**config.mk**
```make
export PLATFORM = sky130hd
export DESIGN_NAME = fifo_rd_stream
export DESIGN_NICKNAME = d
export VERILOG_FILES = /design/src/rtl/fifo_rd_stream_pkg.sv /design/src/rtl/stream_prefetch_buf.sv /design/src/rtl/fifo_rd_stream.sv
export SDC_FILE = /design/constraint.sdc
export NUM_CORES = 1
export LEC_CHECK = 0
export ABC_CLOCK_PERIOD_IN_PS = 5100
export CAP_MARGIN = 20
export CORE_MARGIN = 4
export CORE_UTILIZATION = 65
export CTS_CLUSTER_SIZE = 25
export DETAILED_ROUTE_END_ITERATION = 8
export DONT_BUFFER_PORTS = 1
export PLACE_DENSITY = 0.89
export SYNTH_ARGS = -nofsm -noshare
export SYNTH_HDL_FRONTEND = slang
export SYNTH_SLANG_ARGS = --single-unit
```
**constraint.sdc**
```tcl
create_clock -name clk -period 5.1 [get_ports clk]
set_input_delay 0.765 -clock clk [delete_from_list [all_inputs] [get_ports clk]]
set_output_delay 0.765 -clock clk [all_outputs]
set_load 0.005 [all_outputs]
```
**src/rtl/fifo_rd_stream_pkg.sv**
```systemverilog
// Shared constants and helpers for the FIFO read-side stream stage.
package fifo_rd_stream_pkg;

    localparam int unsigned BUF_DEPTH_DEF = 4;
    localparam int unsigned CNT_W_DEF     = 16;

    function automatic int unsigned ptr_w(input int unsigned depth);
        return $clog2(depth);
    endfunction

    typedef logic [$clog2(BUF_DEPTH_DEF):0] occ_def_t;

endpackage

```
**src/rtl/stream_prefetch_buf.sv**
```systemverilog
// Circular prefetch buffer: write strobe, read-advance strobe and occupancy count.
module stream_prefetch_buf
    import fifo_rd_stream_pkg::*;
#(
    parameter int unsigned WIDTH = 8,
    parameter int unsigned DEPTH = BUF_DEPTH_DEF,
    localparam int unsigned PW   = ptr_w(DEPTH)
) (
    input  logic             clk,
    input  logic             rst,
    input  logic             flush,
    input  logic             wr_en,
    input  logic [WIDTH-1:0] wr_data,
    input  logic             rd_adv,
    output logic [WIDTH-1:0] rd_data,
    output logic [PW:0]      occupancy
);

    logic [WIDTH-1:0] mem [DEPTH];
    logic [PW-1:0]    wr_ptr_q, rd_ptr_q;
    logic [PW:0]      occ_q;

    // Storage is deliberately left without reset.
    always_ff @(posedge clk) begin
        if (wr_en && !flush) begin
            mem[wr_ptr_q] <= wr_data;
        end
    end

    always_ff @(posedge clk or posedge rst) begin
        if (rst) begin
            wr_ptr_q <= '0;
            rd_ptr_q <= '0;
            occ_q    <= '0;
        end else if (flush) begin
            wr_ptr_q <= '0;
            rd_ptr_q <= '0;
            occ_q    <= '0;
        end else begin
            if (wr_en) begin
                wr_ptr_q <= wr_ptr_q + PW'(1);
            end
            if (rd_adv) begin
                rd_ptr_q <= rd_ptr_q + PW'(1);
            end
            case ({wr_en, rd_adv})
                2'b10:   occ_q <= occ_q + (PW+1)'(1);
                2'b01:   occ_q <= occ_q - (PW+1)'(1);
                default: occ_q <= occ_q;
            endcase
        end
    end

    assign rd_data   = mem[rd_ptr_q];
    assign occupancy = occ_q;

endmodule

```
**src/rtl/fifo_rd_stream.sv**
```systemverilog
// FIFO read-side stage: credit-based popping, latency absorption, valid/ready output.
module fifo_rd_stream
    import fifo_rd_stream_pkg::*;
#(
    parameter int unsigned WIDTH     = 8,
    parameter int unsigned BUF_DEPTH = BUF_DEPTH_DEF,
    parameter int unsigned CNT_W     = CNT_W_DEF,
    localparam int unsigned OW       = ptr_w(BUF_DEPTH) + 1
) (
    input  logic             clk,
    input  logic             rst,
    input  logic             fifo_empty,
    output logic             fifo_rd_en,
    input  logic [WIDTH-1:0] fifo_rd_data,
    input  logic             flush,
    output logic             out_valid,
    input  logic             out_ready,
    output logic [WIDTH-1:0] out_data,
    output logic [CNT_W-1:0] word_cnt,
    output logic [OW-1:0]    occupancy
);

    localparam logic [OW:0] DepthL = (OW+1)'(BUF_DEPTH);

    logic             inflight_q;
    logic             fire;
    logic [OW:0]      credit;
    logic [CNT_W-1:0] word_cnt_q;

    // Credit counts buffered plus in-flight words so the buffer can never overflow;
    // only registered state feeds it, keeping out_ready off the pop path.
    assign credit     = {1'b0, occupancy} + {{OW{1'b0}}, inflight_q};
    assign fifo_rd_en = !rst && !flush && !fifo_empty && (credit < DepthL);
    assign out_valid  = (occupancy != '0);
    assign fire       = out_valid && out_ready;

    // fifo_rd_en is low during flush, so this also cancels the in-flight pop.
    always_ff @(posedge clk or posedge rst) begin
        if (rst) begin
            inflight_q <= 1'b0;
        end else begin
            inflight_q <= fifo_rd_en;
        end
    end

    always_ff @(posedge clk or posedge rst) begin
        if (rst) begin
            word_cnt_q <= '0;
        end else if (fire) begin
            word_cnt_q <= word_cnt_q + CNT_W'(1);
        end
    end

    assign word_cnt = word_cnt_q;

    stream_prefetch_buf #(
        .WIDTH (WIDTH),
        .DEPTH (BUF_DEPTH)
    ) u_buf (
        .clk       (clk),
        .rst       (rst),
        .flush     (flush),
        .wr_en     (inflight_q),
        .wr_data   (fifo_rd_data),
        .rd_adv    (fire),
        .rd_data   (out_data),
        .occupancy (occupancy)
    );

endmodule

```
==> qor.log, run 1 <==
INFO  power_and_ir_drop p_sw=0.2560mW
INFO  clock_network  cts-htree-levels=2
INFO  sta            worst_slack=2.635ns
INFO  clock_network  clkSlewWorstSetupHoldPaths=0.14ns
INFO  synth          synth.distinct_cells=33
INFO  sta            min_period=2.465ns
INFO  clock_network  cts_hold_buf=0
INFO  sta            final-setup-viol-count=0
INFO  critical_path  critical_path_arrival=1.70ns
INFO  route          postRouteWirelength=3879um
INFO  critical_path  timing.critical_path.to_type=output port
INFO  power_and_ir_drop switching_share=26.16%
INFO  route          detail-route-antenna-nets=0
INFO  critical_path  path_buf_inv=0
INFO  global_routing grt-ovfl-total=0
INFO  clock_network  clock_tree.root_cell=sky130_fd_sc_hd__clkbuf_4
INFO  floorplan      floorplan.core_area=3416um^2
INFO  sta            rsz0062_at_grt=false
INFO  run            max_cap_violations=0
INFO  floorplan      die_area=4672um^2
INFO  power_and_ir_drop power.leakage=0.9408nW
INFO  clock_network  clkLatencyLatePin=0.36ns
INFO  synth          yosysTopAreaCell=sky130_fd_sc_hd__edfxtp_1
INFO  sta            hold_viol_final=0
INFO  route          detail_route.wl_per_cell=19.11um
INFO  cells_and_area antennaDiodeCount=0
INFO  sta            worst_slew_pin_slew=0.8841ns
INFO  critical_path  crit_path_max_incr_delay=0.73ns
INFO  placement      hpwl_dp=2879um
INFO  placement      dp_worst_setup_slack=2.804ns
INFO  floorplan      floorplan.die.width=68.35um
INFO  cells_and_area drive_above_1_share=12.74%
INFO  global_routing grt_max_degree=25
INFO  global_routing grt_antenna_before_repair=0
INFO  synth          synth.yosys.seq_area_share=65.96%
INFO  route          drt-pass1-iter-count=4
INFO  sta            setup_tns=0ns
INFO  sta            finalClockSkew=0.008266ns
INFO  power_and_ir_drop vdd.ir_drop.worst=0.0002538V
INFO  floorplan      floorplan.io_pins=42
INFO  power_and_ir_drop power_density=391.6nW/um^2
INFO  route          route.detailed.vias_per_inst=6.030
INFO  synth          synth_area_leaders=sky130_fd_sc_hd__edfxtp_1 (41%), sky130_fd_sc_hd__dfrtp_1 (25%), sky130_fd_sc_hd__mux4_2 (7.6%), sky130_fd_sc_hd__xnor2_1 (6.7%), sky130_fd_sc_hd__ha_1 (2.6%)
INFO  clock_network  tritoncts.num_buffers=5
INFO  power_and_ir_drop share_of_power_burned_in_combinational_logic=15.3%
INFO  clock_network  post_cts_resized=0
INFO  placement      gp_congestion=0.7658
INFO  global_routing grtUsageTotal=20.06%
INFO  floorplan      initial_core_util=69.30%
INFO  route          dr.first_iter.drc_count=66
INFO  placement      place.port_buffers=0
INFO  power_and_ir_drop p_clk_share=26.3%
INFO  floorplan      die_h=68.35um
INFO  clock_network  cts.sinks=56
INFO  synth          syn_avg_cell_area=15.37um^2
INFO  synth          synth_top_area_share=40.59%
INFO  critical_path  critPathLaunchType=flop
INFO  synth          synthesis.instances=154
INFO  status         run_status=complete, no violations
INFO  cells_and_area syn_to_final_growth=5.550%
INFO  route          remaining_drc_errors=0
INFO  sta            period_share=48.34%
INFO  clock_network  max-clock-path-buffers=2
INFO  sta            drv_slew=0
INFO  sta            max_slew_margin=41.00%
INFO  synth          netlist_area=2367um^2
INFO  route          vias=1224
INFO  clock_network  cts_setup_buffers=0
INFO  synth          synthesis.nets=173
INFO  critical_path  timing.critical_path.slowest_stage_cell=sky130_fd_sc_hd__dfrtp_1
INFO  power_and_ir_drop cellInternalPower=0.7225mW
INFO  critical_path  critical_path.max_fanout=10
INFO  global_routing number_of_global_route_vias_before_repair=1281
INFO  synth          yosys_warnings=0
INFO  global_routing grt_pass1_wl=6423um
INFO  clock_network  cts_tree=built
INFO  synth          synth_seq_cells=56
INFO  worst_hold_path holdCritPathClass=in2reg
INFO  critical_path  worstPathCellList=mux4_2
INFO  floorplan      rows=21
INFO  critical_path  crit_required=4.34ns
INFO  cells_and_area finalNetCount=175
INFO  critical_path  timing.critical_path.max_delay_family=flip-flops
INFO  power_and_ir_drop power.share.sequential=58.4%
INFO  critical_path  critPathKind=reg2out
INFO  sta            timing.fmax=405.6MHz
-- final timing paths --
check | start | slack [ns] | endpoint | cells past startpoint
max in group asynchronous | rst | 4.10 | word_cnt[3]$_DFFE_PP0P_ | 1
max | u_buf.rd_ptr_q[0]$_DFFE_PP0P_ | 2.63 | out_data[3] | 1
min in group asynchronous | rst | 0.46 | u_buf.wr_ptr_q[1]$_DFFE_PP0P_ | 1
min reg2reg | word_cnt[15]$_DFFE_PP0P_ | 0.52 | word_cnt[15]$_DFFE_PP0P_ | 1
max reg2reg | u_buf.occupancy[1]$_DFFE_PP0P_ | 2.96 | u_buf.occupancy[2]$_DFFE_PP0P_ | 7
min | flush | 0.44 | u_buf.wr_ptr_q[1]$_DFFE_PP0P_ | 1
-- flip-flops by register name, indices dropped and copies added (netlist names) --
name and cells:
u_buf.mem 32, word_cnt 16, u_buf.occupancy 3, u_buf.rd_ptr_q 2, u_buf.wr_ptr_q 2, inflight_q 1
-- through the flow --
step           util, %  hold slack [ns]  power, mW  instance area (um^2)  instances
2_1_floorplan        -           0.4684     0.7023                  2367        154
3_3_place_gp     70.33           0.4910     0.7238                  2402        195
3_5_place_dp     70.33           0.5013     0.7344                  2402        195
4_1_cts          73.15           0.4224     0.9896                  2499        203
5_1_grt          73.15           0.4028      1.034                  2499        203
6_report         73.15           0.4449     0.9785                  2499        203
-- layout by cell type, fill, tap and decap left out --
cell type                   Yosys  final
sky130_fd_sc_hd__edfxtp_1      32     32
sky130_fd_sc_hd__dfrtp_1       24     24
sky130_fd_sc_hd__xnor2_1       18     18
sky130_fd_sc_hd__nand2_1       13     13
sky130_fd_sc_hd__nor2_1        10     10
sky130_fd_sc_hd__mux4_2         8      8
sky130_fd_sc_hd__nand3_1        5      5
sky130_fd_sc_hd__ha_1           5      5
sky130_fd_sc_hd__clkbuf_4       0      5
sky130_fd_sc_hd__xor2_1         4      4
sky130_fd_sc_hd__nand4_1        4      4
sky130_fd_sc_hd__inv_1          4      4
sky130_fd_sc_hd__and2_1         4      4
sky130_fd_sc_hd__and3_1         2      2
sky130_fd_sc_hd__nor3_1         1      1
sky130_fd_sc_hd__o31ai_4        1      1
sky130_fd_sc_hd__or2_1          1      1
sky130_fd_sc_hd__nor3_4         1      1
sky130_fd_sc_hd__nor3_2         1      1
sky130_fd_sc_hd__and4_1         1      1
sky130_fd_sc_hd__o31a_2         1      1
sky130_fd_sc_hd__nor2b_1        1      1
sky130_fd_sc_hd__or4_1          1      1
sky130_fd_sc_hd__a31oi_1        1      1
sky130_fd_sc_hd__mux2i_1        1      1
sky130_fd_sc_hd__a21o_1         1      1
sky130_fd_sc_hd__o211ai_1       1      1
sky130_fd_sc_hd__a21oi_2        1      1
sky130_fd_sc_hd__a22oi_1        1      1
sky130_fd_sc_hd__fa_1           1      1
sky130_fd_sc_hd__clkbuf_16      0      1
sky130_fd_sc_hd__clkbuf_1       1      1
sky130_fd_sc_hd__bufinv_16      0      1
-- logic make-up (layout without fill, tap and decap cells) --
family,Yosys count,after routing,share of synthesized area (%)
flops,56,56,65.96
buf+inv,9,12,1.585
xor+xnor,22,22,8.139
mux,9,9,8.034
fa+ha+maj,6,6,3.488
compound gates,7,7,2.908
simple gates,45,45,9.884
-- worst register-to-register path, delay by kind of cell (launching register included) --
kind                     cells  cell delay [ns]
flip-flops                   1             0.52
AO/OA/AOI/OAI                3             0.82
adder cells (fa/ha/maj)      1             0.42
AND/OR/NAND/NOR              3             0.32
-- per-layer routing --
layer / share of wire, % / wire length, um / track usage, %
met4: 2.1 / 81 / 9.429
met3: 7.0 / 271 / 6.897
met5: 0 / 0 / 0
met2: 54 / 2112 / 33.57
met1: 36 / 1414 / 23.09
-- power by group through the flow --
stage | sequential [mW] | clock [mW] | combinational [mW]
floorplan | 0.552 | 0 | 0.150
global placement | 0.581 | 0 | 0.143
detailed placement | 0.583 | 0 | 0.151
CTS | 0.573 | 0.264 | 0.152
global route | 0.581 | 0.286 | 0.168
finish | 0.571 | 0.257 | 0.150
-- Yosys cell counts (all sizes together) --
library cell / instances
edfxtp: 32
dfrtp: 24
xnor2: 18
nand2: 13
nor2: 10
mux4: 8
ha: 5
nand3: 5
and2: 4
inv: 4
nand4: 4
xor2: 4
buf: 3
nor3: 3
and3: 2
clkbuf: 2
a21o: 1
a21oi: 1
a22oi: 1
a31oi: 1
and4: 1
fa: 1
mux2i: 1
nor2b: 1
o211ai: 1
o31a: 1
o31ai: 1
or2: 1
or4: 1
-- final cells by class --
cell class / count / area, um^2
Sequential cell: 56 / 1562
Inverter: 4 / 15.01
Multi-Input combinational cell: 89 / 768.2
Fill cell: 218 / 917.1
Clock inverter: 1 / 30.03
Tap cell: 46 / 57.56
Clock buffer: 7 / 66.31
Power figures use the tool's default switching activity.
==> run 2: changes to the inputs <==
--- a/config.mk
+++ b/config.mk
@@ -5,14 +5,14 @@
 export SDC_FILE = /design/constraint.sdc
 export NUM_CORES = 1
 export LEC_CHECK = 0
-export ABC_CLOCK_PERIOD_IN_PS = 5100
+export ABC_CLOCK_PERIOD_IN_PS = 2040
 export CAP_MARGIN = 20
 export CORE_MARGIN = 4
-export CORE_UTILIZATION = 65
+export CORE_UTILIZATION = 56
 export CTS_CLUSTER_SIZE = 25
 export DETAILED_ROUTE_END_ITERATION = 8
 export DONT_BUFFER_PORTS = 1
-export PLACE_DENSITY = 0.89
+export PLACE_DENSITY = 0.82
 export SYNTH_ARGS = -nofsm -noshare
 export SYNTH_HDL_FRONTEND = slang
 export SYNTH_SLANG_ARGS = --single-unit
==> constraint.sdc (replaced) <==
create_clock -name clk -period 2.04 [get_ports clk]
set_input_delay 0.306 -clock clk [delete_from_list [all_inputs] [get_ports clk]]
set_output_delay 0.306 -clock clk [all_outputs]
set_load 0.005 [all_outputs]
==> qor.log, run 2 (synthesis results as in run 1) <==
INFO  sta            setup_tns=0ns [unchanged]
INFO  sta            worst_slew_pin_slew=0.8874ns [+0.003265 ns]
INFO  clock_network  cts_hold_buf=0 [unchanged]
INFO  critical_path  cp_common_cell=sky130_fd_sc_hd__nor2_1
INFO  clock_network  cts-htree-levels=2 [unchanged]
INFO  critical_path  timing.critical_path.to_type=flop
INFO  critical_path  worstPathCellList=o31ai_4 > nor2_1 > fa_1 > nor2_1 > nand2_1 > a21o_1 > a21oi_2
INFO  run            max_cap_violations=0 [unchanged]
INFO  placement      dp_worst_setup_slack=0.1615ns [-2.642 ns]
INFO  sta            worst_slack=0.1428ns [-2.492 ns]
INFO  route          postRouteWirelength=3651um [-5.9%]
INFO  sta            max_slew_margin=40.78% [-0.22 points]
INFO  global_routing grtUsageTotal=14.83% [-5.2 points]
INFO  floorplan      floorplan.core_area=4058um^2 [+19%]
INFO  cells_and_area largest_register_ff_count=32 [unchanged]
INFO  clock_network  clkSlewWorstSetupHoldPaths=0.09ns [-0.05 ns]
INFO  cells_and_area filler_cell_count=302 [+39%]
INFO  sta            drv_slew=0 [unchanged]
INFO  power_and_ir_drop vdd.ir_drop.worst=0.0006411V [+150%]
INFO  cells_and_area top_reg_by_flops=u_buf.mem
INFO  sta            timing.fmax=527.1MHz
INFO  cells_and_area antennaDiodeCount=0 [unchanged]
INFO  floorplan      die_area=5331um^2 [+14%]
INFO  sta            min_period=1.897ns
INFO  placement      placed_cells_incl_taps=201 [+3.1%]
INFO  critical_path  critical_path_arrival=2.12ns [+0.42 ns]
INFO  route          drt-pass1-iter-count=4 [unchanged]
INFO  cells_and_area final_common_cell=sky130_fd_sc_hd__edfxtp_1
INFO  floorplan      floorplan.die.width=73.02um [+6.8%]
INFO  clock_network  cts_setup_buffers=0 [unchanged]
INFO  route          dr.first_iter.drc_count=71 [+7.6%]
INFO  route          detail_route.wl_per_cell=17.47um [-8.6%]
INFO  sta            rsz0062_at_grt=false
INFO  cells_and_area final-instance-count-excl-fill=209 [+3.0%]
INFO  cells_and_area final_cell_mix=sky130_fd_sc_hd__edfxtp_1 (32), sky130_fd_sc_hd__dfrtp_1 (24), sky130_fd_sc_hd__xnor2_1 (18)
INFO  status         run_status=complete, no violations
INFO  critical_path  critPathLaunchType=flop
INFO  global_routing number_of_global_route_vias_before_repair=1201 [-6.2%]
INFO  floorplan      initial_core_util=58.34% [-11 points]
INFO  clock_network  clkLatencyLatePin=0.29ns [-0.07 ns]
INFO  clock_network  post_cts_resized=0 [unchanged]
INFO  clock_network  cts.sinks=56 [unchanged]
INFO  floorplan      die_h=73.02um [+6.8%]
INFO  sta            final-setup-viol-count=0 [unchanged]
INFO  global_routing grt_pass1_wl=5920um [-7.8%]
INFO  power_and_ir_drop power.leakage=0.9453nW [+0.48%]
INFO  cells_and_area drive_above_1_share=13.21% [+0.47 points]
INFO  floorplan      floorplan.io_pins=42 [unchanged]
INFO  placement      place.port_buffers=0 [unchanged]
INFO  critical_path  crit_required=2.26ns [-2.08 ns]
INFO  critical_path  timing.critical_path.slowest_stage_cell=sky130_fd_sc_hd__dfrtp_1
INFO  sta            hold_viol_final=0 [unchanged]
INFO  cells_and_area finalNetCount=177 [+1.1%]
INFO  route          route.detailed.vias_per_inst=5.928 [-1.7%]
INFO  critical_path  critical_path.max_fanout=7 [-3]
INFO  clock_network  tritoncts.num_buffers=5 [unchanged]
INFO  route          vias=1239 [+1.2%]
INFO  route          detail-route-antenna-nets=0 [unchanged]
INFO  global_routing grt_max_degree=25 [unchanged]
INFO  global_routing grt_antenna_before_repair=0 [unchanged]
INFO  sta            period_share=93.00%
INFO  worst_hold_path holdCritPathClass=in2reg
INFO  global_routing grt-ovfl-total=0 [unchanged]
INFO  critical_path  critPathKind=reg2reg
INFO  cells_and_area syn_to_final_growth=6.131%
INFO  clock_network  clock_tree.root_cell=sky130_fd_sc_hd__clkbuf_8
INFO  power_and_ir_drop power_density=960.5nW/um^2 [+150%]
INFO  critical_path  crit_path_max_incr_delay=0.50ns [-0.23 ns]
INFO  placement      hpwl_dp=2675um [-7.1%]
INFO  route          remaining_drc_errors=0 [unchanged]
INFO  placement      gp_congestion=0.7048 [-8.0%]
INFO  clock_network  max-clock-path-buffers=2 [unchanged]
INFO  clock_network  cts_tree=built
INFO  floorplan      rows=23 [+9.5%]
INFO  sta            finalClockSkew=0.003755ns [-0.004511 ns]
run 2: stage by stage:
stage	hold slack, ns	util (%)	total power, mW	cell area [um^2]
after global routing	0.04329	61.92	2.538	2512
after CTS	0.05202	61.92	2.437	2512
after global placement	0.3647	59.70	1.832	2422
after floorplan	0.3206	-	1.756	2367
after detailed placement	0.3708	59.70	1.859	2422
final	0.06222	61.92	2.413	2512
run 2: final timing paths:
| path | startpoint | slack (ns) | to | cells after the start |
|---|---|---|---|---|
| max | u_buf.occupancy[1]$_DFFE_PP0P_ | 0.14 | u_buf.occupancy[2]$_DFFE_PP0P_ | 7 |
| min | flush | 0.06 | u_buf.occupancy[2]$_DFFE_PP0P_ | 1 |
| max reg2reg | u_buf.occupancy[1]$_DFFE_PP0P_ | 0.14 | u_buf.occupancy[2]$_DFFE_PP0P_ | 7 |
| min reg2reg | word_cnt[15]$_DFFE_PP0P_ | 0.51 | word_cnt[15]$_DFFE_PP0P_ | 1 |
| max in group asynchronous | rst | 1.41 | word_cnt[15]$_DFFE_PP0P_ | 1 |
| min in group asynchronous | rst | 0.09 | word_cnt[5]$_DFFE_PP0P_ | 1 |
run 2: layout make-up:
cell class,instances,area [um^2],area share [%]
flip-flops and latches,56,1562,62.15
repair buffers,2,15.01,0.5976
clock buffers,8,90.09,3.586
multi-input cells,89,768.2,30.58
well taps,50,62.56,2.490
inverters,4,15.01,0.5976
run 2: power breakdown:
group	internal (mW)	switching (mW)	total (mW)
clock	0.277	0.309	0.587
sequential	1.27	0.157	1.43
combinational	0.220	0.180	0.400
run 2: critical path, delay by kind of cell (launching register included):
| kind | cells | cell delay (ns) |
|---|---|---|
| AO/OA/AOI/OAI | 3 | 0.59 |
| adder cells (fa/ha/maj) | 1 | 0.43 |
| flip-flops | 1 | 0.50 |
| AND/OR/NAND/NOR | 3 | 0.31 |
run 2: routing by layer:
| layer | track usage [%] | vias up | wire, um |
|---|---|---|---|
| met5 | 0 | - | 0 |
| met3 | 4.821 | 9 | 271 |
| met1 | 19.06 | 629 | 1469 |
| li1 | - | 556 | - |
| met2 | 23.83 | 45 | 1861 |
| met4 | 4.918 | 0 | 48 |
==> run 3: changes to the inputs <==
--- a/config.mk
+++ b/config.mk
@@ -9,6 +9,7 @@
 export CAP_MARGIN = 20
 export CORE_MARGIN = 4
 export CORE_UTILIZATION = 56
+export CTS_CLUSTER_DIAMETER = 40
 export CTS_CLUSTER_SIZE = 25
 export DETAILED_ROUTE_END_ITERATION = 8
 export DONT_BUFFER_PORTS = 1
==> results of run 3 <==
Final layout, timing and power as in run 2 (identical DEF).
